===== config.mk =====
export PLATFORM = sky130hd
export DESIGN_NAME = keycode_slot_tracker
export DESIGN_NICKNAME = d
export VERILOG_FILES = /design/src/rtl/keycode_slot_tracker.sv
export SDC_FILE = /design/constraint.sdc
export NUM_CORES = 1
export LEC_CHECK = 0
export ABC_AREA = 1
export ABC_CLOCK_PERIOD_IN_PS = 2500
export BUFFER_PORTS_ARGS = -buffer_cell sky130_fd_sc_hd__buf_2
export CAP_MARGIN = 20
export CORE_ASPECT_RATIO = 0.75
export CORE_UTILIZATION = 59
export CTS_BUF_LIST = sky130_fd_sc_hd__clkbuf_8
export DETAILED_ROUTE_END_ITERATION = 8
export MAX_ROUTING_LAYER = met4
export PLACE_DENSITY = 0.89
export SYNTH_ARGS = -nofsm -noshare
export SYNTH_HDL_FRONTEND = slang
export SYNTH_SLANG_ARGS = --single-unit

===== constraint.sdc =====
create_clock -name clk -period 2.5 [get_ports clk]
set_input_delay 0.375 -clock clk [delete_from_list [all_inputs] [get_ports clk]]
set_output_delay 0.375 -clock clk [all_outputs]
set_load 0.01 [all_outputs]

===== src/rtl/keycode_slot_tracker.sv =====
// Turns keyboard make/break events into four compacted, duplicate-free held-key slots in press order.
// Optional build macro KEYSLOT_SNAPSHOT_EN: slot outputs and held_count refresh only on frame_tick.
module keycode_slot_tracker #(
    parameter int SLOTS = 4
) (
    input  logic       clk,
    input  logic       Reset_n,
    input  logic       ev_valid,
    output logic       ev_ready,
    input  logic [7:0] ev_code,
    input  logic       ev_press,
    input  logic       frame_tick,
    output logic [7:0] keycode_0,
    output logic [7:0] keycode_1,
    output logic [7:0] keycode_2,
    output logic [7:0] keycode_3,
    output logic [2:0] held_count,
    output logic       overflow
);

    // state  | meaning
    // IDLE   | ready for the next key event
    // LOOKUP | search the held table for the captured code
    // UPDATE | insert, remove or ignore the captured code
    typedef enum logic [1:0] {
        IDLE   = 2'd0,
        LOOKUP = 2'd1,
        UPDATE = 2'd2
    } state_t;

    localparam logic [2:0] FULL = 3'(SLOTS);

    state_t     state;
    state_t     state_nxt;
    logic       accept;

    logic [7:0] code_q;
    logic       press_q;
    logic       hit_q;
    logic [1:0] idx_q;
    logic       hit_c;
    logic [1:0] idx_c;

    logic [7:0] slot     [SLOTS];
    logic [7:0] slot_nxt [SLOTS];
    logic [2:0] cnt;
    logic [2:0] cnt_nxt;
    logic       ovf;
    logic       ovf_nxt;

    always_ff @(posedge clk or negedge Reset_n) begin
        if (!Reset_n) begin
            state <= IDLE;
        end else begin
            state <= state_nxt;
        end
    end

    always_comb begin
        state_nxt = state;
        case (state)
            IDLE:    if (accept) state_nxt = LOOKUP;
            LOOKUP:  state_nxt = UPDATE;
            UPDATE:  state_nxt = IDLE;
            default: state_nxt = IDLE;
        endcase
    end

    always_comb begin
        ev_ready = (state == IDLE);
        accept   = ev_valid & ev_ready;
    end

    always_ff @(posedge clk or negedge Reset_n) begin
        if (!Reset_n) begin
            code_q  <= 8'h00;
            press_q <= 1'b0;
        end else if (accept) begin
            code_q  <= ev_code;
            press_q <= ev_press;
        end
    end

    // Scan from the top down so the lowest matching slot wins.
    always_comb begin
        hit_c = 1'b0;
        idx_c = 2'd0;
        for (int i = SLOTS - 1; i >= 0; i--) begin
            if ((3'(i) < cnt) && (slot[i] == code_q)) begin
                hit_c = 1'b1;
                idx_c = 2'(i);
            end
        end
    end

    always_ff @(posedge clk or negedge Reset_n) begin
        if (!Reset_n) begin
            hit_q <= 1'b0;
            idx_q <= 2'd0;
        end else if (state == LOOKUP) begin
            hit_q <= hit_c;
            idx_q <= idx_c;
        end
    end

    always_comb begin
        for (int i = 0; i < SLOTS; i++) begin
            slot_nxt[i] = slot[i];
        end
        cnt_nxt = cnt;
        ovf_nxt = ovf;
        if ((state == UPDATE) && (code_q != 8'h00)) begin
            if (press_q) begin
                if (!hit_q) begin
                    if (cnt < FULL) begin
                        slot_nxt[cnt[1:0]] = code_q;
                        cnt_nxt            = cnt + 3'd1;
                    end else begin
                        ovf_nxt = 1'b1;
                    end
                end
            end else if (hit_q) begin
                // Close the gap so the remaining keys keep their press order.
                for (int j = 0; j < SLOTS - 1; j++) begin
                    if (2'(j) >= idx_q) begin
                        slot_nxt[j] = slot[j+1];
                    end
                end
                slot_nxt[SLOTS-1] = 8'h00;
                cnt_nxt           = cnt - 3'd1;
                if (cnt == 3'd1) begin
                    ovf_nxt = 1'b0;
                end
            end
        end
    end

    always_ff @(posedge clk or negedge Reset_n) begin
        if (!Reset_n) begin
            for (int i = 0; i < SLOTS; i++) begin
                slot[i] <= 8'h00;
            end
            cnt <= 3'd0;
            ovf <= 1'b0;
        end else begin
            for (int i = 0; i < SLOTS; i++) begin
                slot[i] <= slot_nxt[i];
            end
            cnt <= cnt_nxt;
            ovf <= ovf_nxt;
        end
    end

    assign overflow = ovf;

`ifdef KEYSLOT_SNAPSHOT_EN
    logic [7:0] snap [SLOTS];
    logic [2:0] snap_cnt;

    // Loaded from the pre-edge table, so an update landing on the tick waits for the next frame.
    always_ff @(posedge clk or negedge Reset_n) begin
        if (!Reset_n) begin
            for (int i = 0; i < SLOTS; i++) begin
                snap[i] <= 8'h00;
            end
            snap_cnt <= 3'd0;
        end else if (frame_tick) begin
            for (int i = 0; i < SLOTS; i++) begin
                snap[i] <= slot[i];
            end
            snap_cnt <= cnt;
        end
    end

    assign keycode_0  = snap[0];
    assign keycode_1  = snap[1];
    assign keycode_2  = snap[2];
    assign keycode_3  = snap[3];
    assign held_count = snap_cnt;
`else
    logic unused_frame_tick;
    assign unused_frame_tick = frame_tick;

    assign keycode_0  = slot[0];
    assign keycode_1  = slot[1];
    assign keycode_2  = slot[2];
    assign keycode_3  = slot[3];
    assign held_count = cnt;
`endif

endmodule

### Yosys cells after proc, flatten, opt, wreduce, memory -nomap -nowiden

Cells that the tools add are included.

* add/subtract/negate cells: 2
* multipliers: 0
* divide/modulo/power cells: 0
* order comparisons: 10
* equality and inequality tests: 10
* shift-type cells: 0
* multiplexer cells: 29
* bitwise logic cells: 2
* reduce and logical (&&, ||, !) cells: 19

Operator list (number)
* 32-bit 2-to-1 mux: 4
* 32-bit bitwise mux: 1
* 8-bit equality test: 4
* 8-bit 2-to-1 mux: 4
* 5-bit AND reduction: 4
* 8-bit demux with 2-bit select: 1
* 3-bit 2-to-1 mux: 4
* 2-bit nonzero test: 6
* 2-bit 2-to-1 mux: 5
* 1-bit 2-to-1 mux: 9
* 8-bit nonzero test: 1
* 1-bit logical AND: 6
* 1-bit by 3-bit less-than comparator with 1-bit output (first input constant): 2
* 2-bit by 3-bit less-than comparator with 1-bit output (first input constant): 2
* 1-bit by 2-bit greater-or-equal comparator with 1-bit output (first input constant): 2
* 2-bit != test (second input constant): 2
* 2-bit case mux with 2 select lines: 1
* 4-bit AND reduction: 1
* 3-bit by 1-bit adder with 3-bit output (second input constant): 1
* 3-bit by 1-bit equality test with 1-bit output (second input constant): 1
* 3-bit greater-or-equal comparator (second input constant): 1
* 3-bit by 1-bit less-than comparator with 1-bit output (second input constant): 1
* 3-bit less-than comparator (second input constant): 1
* 2-bit inverter with 3-bit output: 1
* other kinds (7): 7

* register bits after elaboration: 50
* latch bits: 0
* bits in writable memories: 0
* ROM bits: 0
* input bits: 13
* output and inout port bits: 37
* memories: 0

### Depth between registers and ports, before layout

Gate-level depths: netlist of run 1.

* depth in word-level cells: 9
* gate-level depth with buffers: 11

### Least setup slack after synthesis of run 1

No wires, ideal clock.

* kind: register to register
* start: register press_q
* end: register slot, in the netlist keycode_2[7]
* library setup time: 0.117 ns
* data arrival time: 1.649 ns
* required time: 2.383 ns
* path slack: 0.734 ns
* cell stages (with the launch flop): 10
* buffers on the path: 2
* period minus slack after synthesis: 1.766 ns
* cells stage by stage: dfrtp_1 buf_4 inv_2 buf_2 ha_1 inv_1 nor3_2 nand2_2 nand2_1 nand2_1

* longest elaborated chain between the ends: 2

RTL lines
* from (decl): RTL line 38 `logic press_q;`
* from (signal assigned): RTL line 80 `press_q <= ev_press;`
* 2-bit != test (no line) / 2-bit nonzero test (equally long branches)
* 5-bit AND reduction (no line)
* to (signal, indexed assignment): RTL line 147 `slot[i] <= slot_nxt[i];`
* to (decl): RTL line 44 `logic [7:0] slot [SLOTS];`

Several ways; a longest one is shown, not always the timed one.
A chain may end at the register's enable or synchronous reset.

### Worst setup path after layout of run 1

* start: register press_q
* end: register slot, in the netlist keycode_3[5]

* longest elaborated chain between the ends: 2

RTL lines
* 2-bit != test (no line) / 2-bit nonzero test (equally long branches)
* 4-bit AND reduction (no line)

Several ways; a longest one is shown, not always the timed one.

==> flow_summary.json, run 1 <==
{
  "outcome": "completed",
  "grt_max_degree": 27,
  "dieArea_um2": 5740,
  "synth_simple_gate_area_share_pct": 37.7,
  "syn-cell-area_um2": 3210,
  "drtAntennaViolNets": 0,
  "worstMarginPinSlew_ns": 0.704,
  "synth_top_family_by_area": "simple AND/OR/NAND/NOR gates",
  "ir_drop_mv": 0.733,
  "cts_hold_buf": 0,
  "io_buffers": 48,
  "fill_cells": 429,
  "avgSynthCellArea_um2": 6.93,
  "final_common_cell": "nand2_1",
  "clockBufferDepth": 2,
  "pin_count": 50,
  "die_h_um": 65.9,
  "cts_tree": "done",
  "cts_setup_buffers": 0,
  "fin_setup_tns_ns": 0,
  "grt_use_total_pct": 40.1,
  "grt_setup_unrepaired": "false",
  "area_growth_pct": 15.4,
  "holdWs_ns": 0.0801,
  "core_area_um2": 5060,
  "hold_viol_final": 0,
  "grt_pass1_wl_um": 16500,
  "synth_xor_xnor_area_share_pct": 3.27,
  "dp_cells": 589,
  "clock_sinks": 50,
  "clkLatencyLatePin_ns": 0.30,
  "cp-end-kind": "flop",
  "rows": 22,
  "critical_path_class": "reg -> reg",
  "viasPerCell": 5.86,
  "p_leak_nw": 2.00,
  "cp.required_ns": 2.69,
  "power.density_nw_per_um2": 1070,
  "cp_max_fo": 20,
  "finalNonFillerCells": 597,
  "numCtsBuffers": 5,
  "synthCells": 463,
  "path_clk_slew_ns": 0.09,
  "drtIter0Drc": 643,
  "cpMostUsedCell": "nand2_1",
  "start_util_pct": 63.4,
  "hpwl_um": 7630,
  "path_buf_inv": 2,
  "ys_ff_latch": 50,
  "setup_violations": 0,
  "finalCoreUtilization_pct": 73.1,
  "die_w_um": 87.2,
  "cts_resized": 0,
  "avgRoutedWirePerCell_um": 16.8,
  "cp-start-kind": "flop",
  "fin_skew_ns": 0.00713,
  "synth_seq_area_share_pct": 39.0,
  "worstPathArrival_ns": 2.32,
  "synth.area.mux_share_pct": 0,
  "overflow": 0,
  "crit_slowest_cell": "dfrtp_1",
  "htreeDepth": 2,
  "antenna_found_initial": 0,
  "yosysWarnings": 0,
  "yosys.area_share.adder_pct": 1.95,
  "place_congestion": 1.02,
  "hold_class": "in -> async",
  "route.detailed.drc": 0,
  "diodes": 0,
  "synth-compound-area-share_pct": 9.08,
  "mostFrequentLayoutCells": "188 x nand2_1, 50 x dfrtp_1, 48 x buf_2, 42 x inv_1, 30 x nand4_1",
  "final_net_count": 542,
  "wl_um": 10100,
  "cts_root_buf": "clkbuf_8",
  "fin_crit_ns": 2.13,
  "maxSlewHeadroom_pct": 52.8,
  "drive_above_1_share_pct": 18.1,
  "vias": 3501,
  "maxSlewViolCount": 0,
  "drt-pass1-iter-count": 6,
  "max_stage_delay_ns": 0.54,
  "ys_types": 34,
  "finalCritPeriodShare_pct": 85.3,
  "cp_cell_sequence": "inv_2 > ha_1 > a211oi_2 > buf_4 > nand3_1 > nand2_1 > nand2_1",
  "drv_cap": 0,
  "crit_family": "flip-flops",
  "fmax_mhz": 469,
  "synth_fp_nets": 481,
  "grt_pass1_vias": 3147
}
-- per-layer routing --
| metal | wire [um] | up-vias | global-route usage [%] |
|---|---|---|---|
| met5 | 0 | - | - |
| met4 | 296 | 0 | 11.7 |
| met3 | 1350 | 26 | 10.4 |
| met2 | 4220 | 249 | 57.6 |
| met1 | 4180 | 1603 | 55.9 |
| li1 | - | 1623 | - |
-- synth_stat cells --
library cell | number | area, um2
nand2_1 | 188 | 706
dfrtp_1 | 50 | 1250
inv_1 | 41 | 154
nand4_1 | 30 | 188
nor2_1 | 28 | 105
nand3_1 | 25 | 125
o22ai_1 | 21 | 131
o21ai_0 | 18 | 90.1
inv_2 | 9 | 33.8
xnor2_1 | 8 | 70.1
buf_2 | 7 | 35.0
ha_1 | 5 | 62.6
buf_6 | 4 | 45.0
xor2_1 | 4 | 35.0
clkbuf_1 | 3 | 11.3
a21oi_1 | 2 | 10.0
nor2_2 | 2 | 12.5
o21ai_1 | 2 | 10.0
a211oi_2 | 1 | 12.5
a221oi_1 | 1 | 8.76
and2_1 | 1 | 6.26
and3_1 | 1 | 6.26
buf_4 | 1 | 7.51
clkinv_1 | 1 | 3.75
nand2_2 | 1 | 6.26
nand3_2 | 1 | 10.0
nand3b_1 | 1 | 7.51
nor3_1 | 1 | 5.00
nor3_2 | 1 | 10.0
nor3_4 | 1 | 16.3
o211ai_1 | 1 | 7.51
o21ai_2 | 1 | 8.76
o31ai_2 | 1 | 12.5
or2_2 | 1 | 6.26
-- sequential cells by signal, indices dropped and copies added (netlist names) --
name / flops
keycode_1: 8
keycode_0: 8
press_q: 1
keycode_2: 8
held_count: 3
hit_q: 1
code_q: 8
keycode_3: 8
overflow: 1
idx_q: 2
state: 2
-- power by group --
group          internal [mW]  switching [mW]  total, mW
logic                  0.757            1.37       2.13
clock network          0.220           0.277      0.498
registers               1.04           0.305       1.34
total                   2.01            1.96       3.97
-- kinds of logic (layout without fill, tap and decap cells) --
group	Yosys count	in the layout
and+or+nand+nor	282	282
buffers and inverters	66	128
DFF	50	50
AOI/OAI and AO/OA	48	48
xor gates and xnor gates	12	12
adders and majority gates	5	5
-- worst paths after layout --
check / startpoint / end / slack, ns / depth (start not counted)
min: Reset_n / keycode_1[2] / 0.08 / 1
max in group asynchronous: Reset_n / code_q[5] / 1.86 / 2
min in group clk: ev_code[1] / code_q[1] / 0.28 / 3
min reg2reg: keycode_1[2] / keycode_1[2] / 0.51 / 2
max reg2reg: press_q / keycode_3[5] / 0.37 / 7
max: press_q / keycode_3[5] / 0.37 / 7
-- metrics by stage --
stage	power, mW	area, um2	setup slack, ns
floorplan	2.67	3210	0.734
global placement	3.35	3610	0.538
detailed placement	3.41	3610	0.463
CTS	3.90	3700	0.451
global route	4.26	3700	0.256
finish	3.97	3700	0.368
-- cell type report --
type / instances / area, um2 / area share, %
clock inverters: 2 / 8.76 / 0.236
inverters: 51 / 191 / 5.17
clock buffers: 6 / 82.6 / 2.23
repair buffers: 69 / 410 / 11.1
well taps: 72 / 90.1 / 2.43
multi-input cells: 347 / 1670 / 45.1
flip-flops and latches: 50 / 1250 / 33.8
Power figures use the tool's default switching activity.
==> run 2: changes to the inputs <==
Settings changed: CORE_ASPECT_RATIO 0.75 to unset, CORE_UTILIZATION 59 to 30, PLACE_DENSITY 0.89 to 0.55.
==> run 2 against run 1 <==
Effect of this change:
- worst setup slack got worse by 0.019 ns
- cell count increased by 9.7%
- sequential power about the same
- critical path depth unchanged
- final area increased by 1.2%
- utilization decreased by 37 points
- sequential cell count unchanged
- clock-buffer cell count decreased by 1
- sequential share of layout area decreased by 0.39 points
- global-route usage decreased by 20 points
==> flow_summary.json, run 2 (synthesized netlist as in run 1, its figures left out) <==
{
  "outcome": "completed",
  "power.density_nw_per_um2": 1070,
  "drtAntennaViolNets": 0,
  "wl_met1_um": 5150,
  "multiInputGateArea_um2": 1670,
  "maxSlewHeadroom_pct": 55.9,
  "final_net_count": 536,
  "finalCoreUtilization_pct": 36.1,
  "core_area_um2": 10400,
  "fin_total_pwr_mw": 4.01,
  "grt_setup_unrepaired": "false",
  "fin_ws_ns": 0.350,
  "worstMarginPinSlew_ns": 0.658,
  "holdWs_ns": 0.163,
  "dieArea_um2": 11100,
  "grt_pass1_wl_um": 16600,
  "finalNonFillerCells": 655,
  "dpl_cell_area_um2": 3630,
  "viasPerCell": 4.92,
  "routed-wl-met2_um": 4620,
  "rows": 37,
  "vias": 3222,
  "ir_drop_mv": 0.408,
  "cp-start-kind": "flop",
  "final-seq-area_um2": 1250,
  "drtIter0Drc": 242,
  "hpwl_um": 7960,
  "fmax_mhz": 465,
  "htreeDepth": 2,
  "drv_cap": 0,
  "drive_above_1_share_pct": 17.3,
  "place_congestion": 0.897,
  "cts_hold_buf": 0,
  "p_leak_nw": 1.97,
  "antenna_found_initial": 0,
  "cts_setup_buffers": 0,
  "cp.required_ns": 2.70,
  "avgRoutedWirePerCell_um": 16.2,
  "die_h_um": 105,
  "clkLatencyLatePin_ns": 0.32,
  "dp_cells": 647,
  "finalCritPeriodShare_pct": 86.0,
  "setup_violations": 0,
  "overflow": 0,
  "grt_pass1_vias": 2989,
  "hold_class": "in -> async",
  "route.detailed.drc": 0,
  "pin_count": 50,
  "final_common_cell": "nand2_1",
  "mostFrequentLayoutCells": "188 x nand2_1, 50 x dfrtp_1, 48 x buf_2, 41 x inv_1, 30 x nand4_1",
  "critical_path_class": "reg -> reg",
  "cp_max_fo": 12,
  "fin_setup_tns_ns": 0,
  "cts_tree": "done",
  "fin_skew_ns": 0.0119,
  "worstPathArrival_ns": 2.35,
  "diodes": 0,
  "wl_met3_um": 476,
  "hold_viol_final": 0,
  "clock_sinks": 50,
  "fill_cells": 1164,
  "cts_resized": 0,
  "numCtsBuffers": 5,
  "cp-end-kind": "flop",
  "cp-startpoint": "code_q[7]",
  "top_layer_used": "met4",
  "fin_crit_ns": 2.15,
  "final_area_um2": 3750,
  "regToRegStartpoint": "code_q[7]",
  "drt-pass1-iter-count": 5,
  "dpl_worst_slack_ns": 0.412,
  "clockBufferDepth": 2,
  "area_growth_pct": 16.7,
  "io_buffers": 48,
  "wl_um": 10600,
  "path_clk_slew_ns": 0.11,
  "die_w_um": 105,
  "cts_root_buf": "clkbuf_8",
  "grt_max_degree": 51,
  "grt_use_total_pct": 20.3,
  "maxSlewViolCount": 0,
  "start_util_pct": 31.0
}
==> run 2: area by class of cell <==
| cell class | count | area share, % |
|---|---|---|
| multi-input combinational | 347 | 44.5 |
| timing repair buffer | 63 | 9.42 |
| sequential | 50 | 33.4 |
| inverter | 51 | 5.11 |
| clock buffer | 5 | 1.84 |
| clock inverter | 3 | 1.17 |
| tap | 136 | 4.54 |
==> run 2: report_power, final <==
group	internal [mW]	switching (mW)	total [mW]
sequential	1.04	0.338	1.37
clock	0.301	0.310	0.610
combinational	0.719	1.31	2.03
==> run 2: routing by layer <==
metal	global-route usage, %	vias up
met5	-	-
met4	7.55	0
met3	2.91	24
met2	29.7	100
met1	28.4	1474
li1	-	1624
==> run 2: worst paths after layout <==
kind                                      end  slack, ns  cells after the start
min in group clk                      press_q       0.26                      3
worst max-delay path            held_count[0]       0.35                      7
max in group asynchronous       held_count[0]       1.90                      2
worst min register to register       overflow       0.51                      2
worst min-delay path             keycode_0[5]       0.16                      2
worst max register to register  held_count[0]       0.35                      7
==> run 2: worst max-delay path, stage by stage (launching register included) <==
cell and delay, ns:
dfrtp_1 0.63, inv_2 0.20, nand4_1 0.13, nor2_1 0.07, nor3_4 0.38, buf_4 0.29
nand2_1 0.14, xor2_1 0.17
==> run 3: changes to the inputs <==
Settings changed: ABC_CLOCK_PERIOD_IN_PS 2500 to 2600, REMOVE_ABC_BUFFERS set to 1.
Clock period 2.5 ns to 2.6 ns, I/O delays scaled along.
==> run 3 against run 2 <==
Effect of this change:
- utilization decreased by 0.16 points
- final area shrank 0.43%
- global-route usage hardly changed
- first-iteration DRC count is 6.6% lower
- routed wire length about the same
- clock-buffer cell count increased by 1
- critical endpoint is now keycode_1[7]
- largest cell class unchanged
- largest power group unchanged
==> flow_summary.json, run 3 (synthesized netlist as in run 1, its figures left out) <==
{
  "outcome": "completed",
  "avgRoutedWirePerCell_um": 16.3,
  "grt_setup_unrepaired": "false",
  "cp-end-kind": "flop",
  "setup_violations": 0,
  "drv_cap": 0,
  "numCtsBuffers": 5,
  "antenna_found_initial": 0,
  "die_h_um": 105,
  "clock_sinks": 50,
  "dpl_worst_slack_ns": 0.660,
  "fmax_mhz": 502,
  "core_area_um2": 10400,
  "rows": 37,
  "power.density_nw_per_um2": 1030,
  "drtAntennaViolNets": 0,
  "clkLatencyLatePin_ns": 0.32,
  "cp.required_ns": 2.81,
  "final_common_cell": "nand2_1",
  "grt_pass1_vias": 3153,
  "grt_max_degree": 34,
  "viasPerCell": 4.94,
  "wl_um": 10600,
  "maxSlewHeadroom_pct": 52.4,
  "htreeDepth": 2,
  "finalCritPeriodShare_pct": 76.6,
  "pin_count": 50,
  "worstPathArrival_ns": 2.20,
  "die_w_um": 105,
  "route.detailed.drc": 0,
  "start_util_pct": 31.0,
  "overflow": 0,
  "cts_resized": 0,
  "place_congestion": 0.990,
  "critical_path_class": "reg -> reg",
  "worstRegToRegCells": 8,
  "worstMarginPinSlew_ns": 0.710,
  "hold_viol_final": 0,
  "dpl_cell_area_um2": 3610,
  "fin_crit_ns": 1.99,
  "grt_use_total_pct": 20.3,
  "cts_hold_buf": 0,
  "area_growth_pct": 16.2,
  "cts_setup_buffers": 0,
  "p_leak_nw": 1.95,
  "hold_class": "in -> async",
  "fin_ws_ns": 0.608,
  "dieArea_um2": 11100,
  "cp_max_fo": 23,
  "maxSlewViolCount": 0,
  "final_area_um2": 3730,
  "finalCoreUtilization_pct": 36.0,
  "grt_pass1_wl_um": 16700,
  "mostFrequentLayoutCells": "188 x nand2_1, 50 x dfrtp_1, 48 x buf_2, 41 x inv_1, 30 x nand4_1",
  "cts_root_buf": "clkbuf_8",
  "path_clk_slew_ns": 0.11,
  "cts_tree": "done",
  "fin_setup_tns_ns": 0,
  "hpwl_um": 7900,
  "cp-start-kind": "flop",
  "fin_skew_ns": 0.0164,
  "diodes": 0,
  "drtIter0Drc": 226,
  "drt-pass1-iter-count": 4,
  "ir_drop_mv": 0.391,
  "drive_above_1_share_pct": 16.5,
  "final_net_count": 531,
  "clockBufferDepth": 2,
  "io_buffers": 48,
  "vias": 3211
}
run 3: metal layers:
metal / routed length, um / global-route usage, % / up-vias
met5: 0 / - / -
met4: 361 / 8.65 / 0
met3: 574 / 2.23 / 24
met2: 4990 / 33.4 / 100
met1: 4660 / 25.4 / 1479
li1: - / - / 1608
run 3: area by class of cell:
cell class | instances | area [um2]
Clock buffer | 6 | 82.6
Clock inverter | 2 | 38.8
Fill cell | 1143 | 6640
Inverter | 51 | 191
Multi-Input combinational cell | 347 | 1670
Sequential cell | 50 | 1250
Tap cell | 136 | 170
Timing Repair Buffer | 58 | 328
run 3: power by group:
part           total, mW  switching, mW  internal (mW)
Clock              0.608          0.290          0.317
Combinational       1.92           1.25          0.666
Sequential          1.32          0.327          0.996
Total               3.85           1.87           1.98
run 3: metrics by stage:
stage,hold WS (ns),std cells,power (mW)
2_1_floorplan,0.0944,448,2.50
3_3_place_gp,0.430,642,3.22
3_5_place_dp,0.442,642,3.24
4_1_cts,0.0890,650,3.85
5_1_grt,0.120,650,4.15
6_report,0.0714,650,3.85
run 3: worst paths after layout:
check,startpoint,end,slack (ns)
min in group clk,ev_code[0],code_q[0],0.27
max reg2reg,code_q[7],keycode_1[7],0.61
min,Reset_n,code_q[3],0.07
max in group asynchronous,Reset_n,idx_q[0],1.98
min reg2reg,overflow,overflow,0.50
max,code_q[7],keycode_1[7],0.61
run 3: critical path, stage by stage, from the launching register on:
cell and delay [ns]:
dfrtp_1 0.64, inv_2 0.16, nand4_1 0.12, nor2_1 0.07, nor3_4 0.13, buf_4 0.28
nand3_1 0.28, nand2_1 0.13, nand2_1 0.06
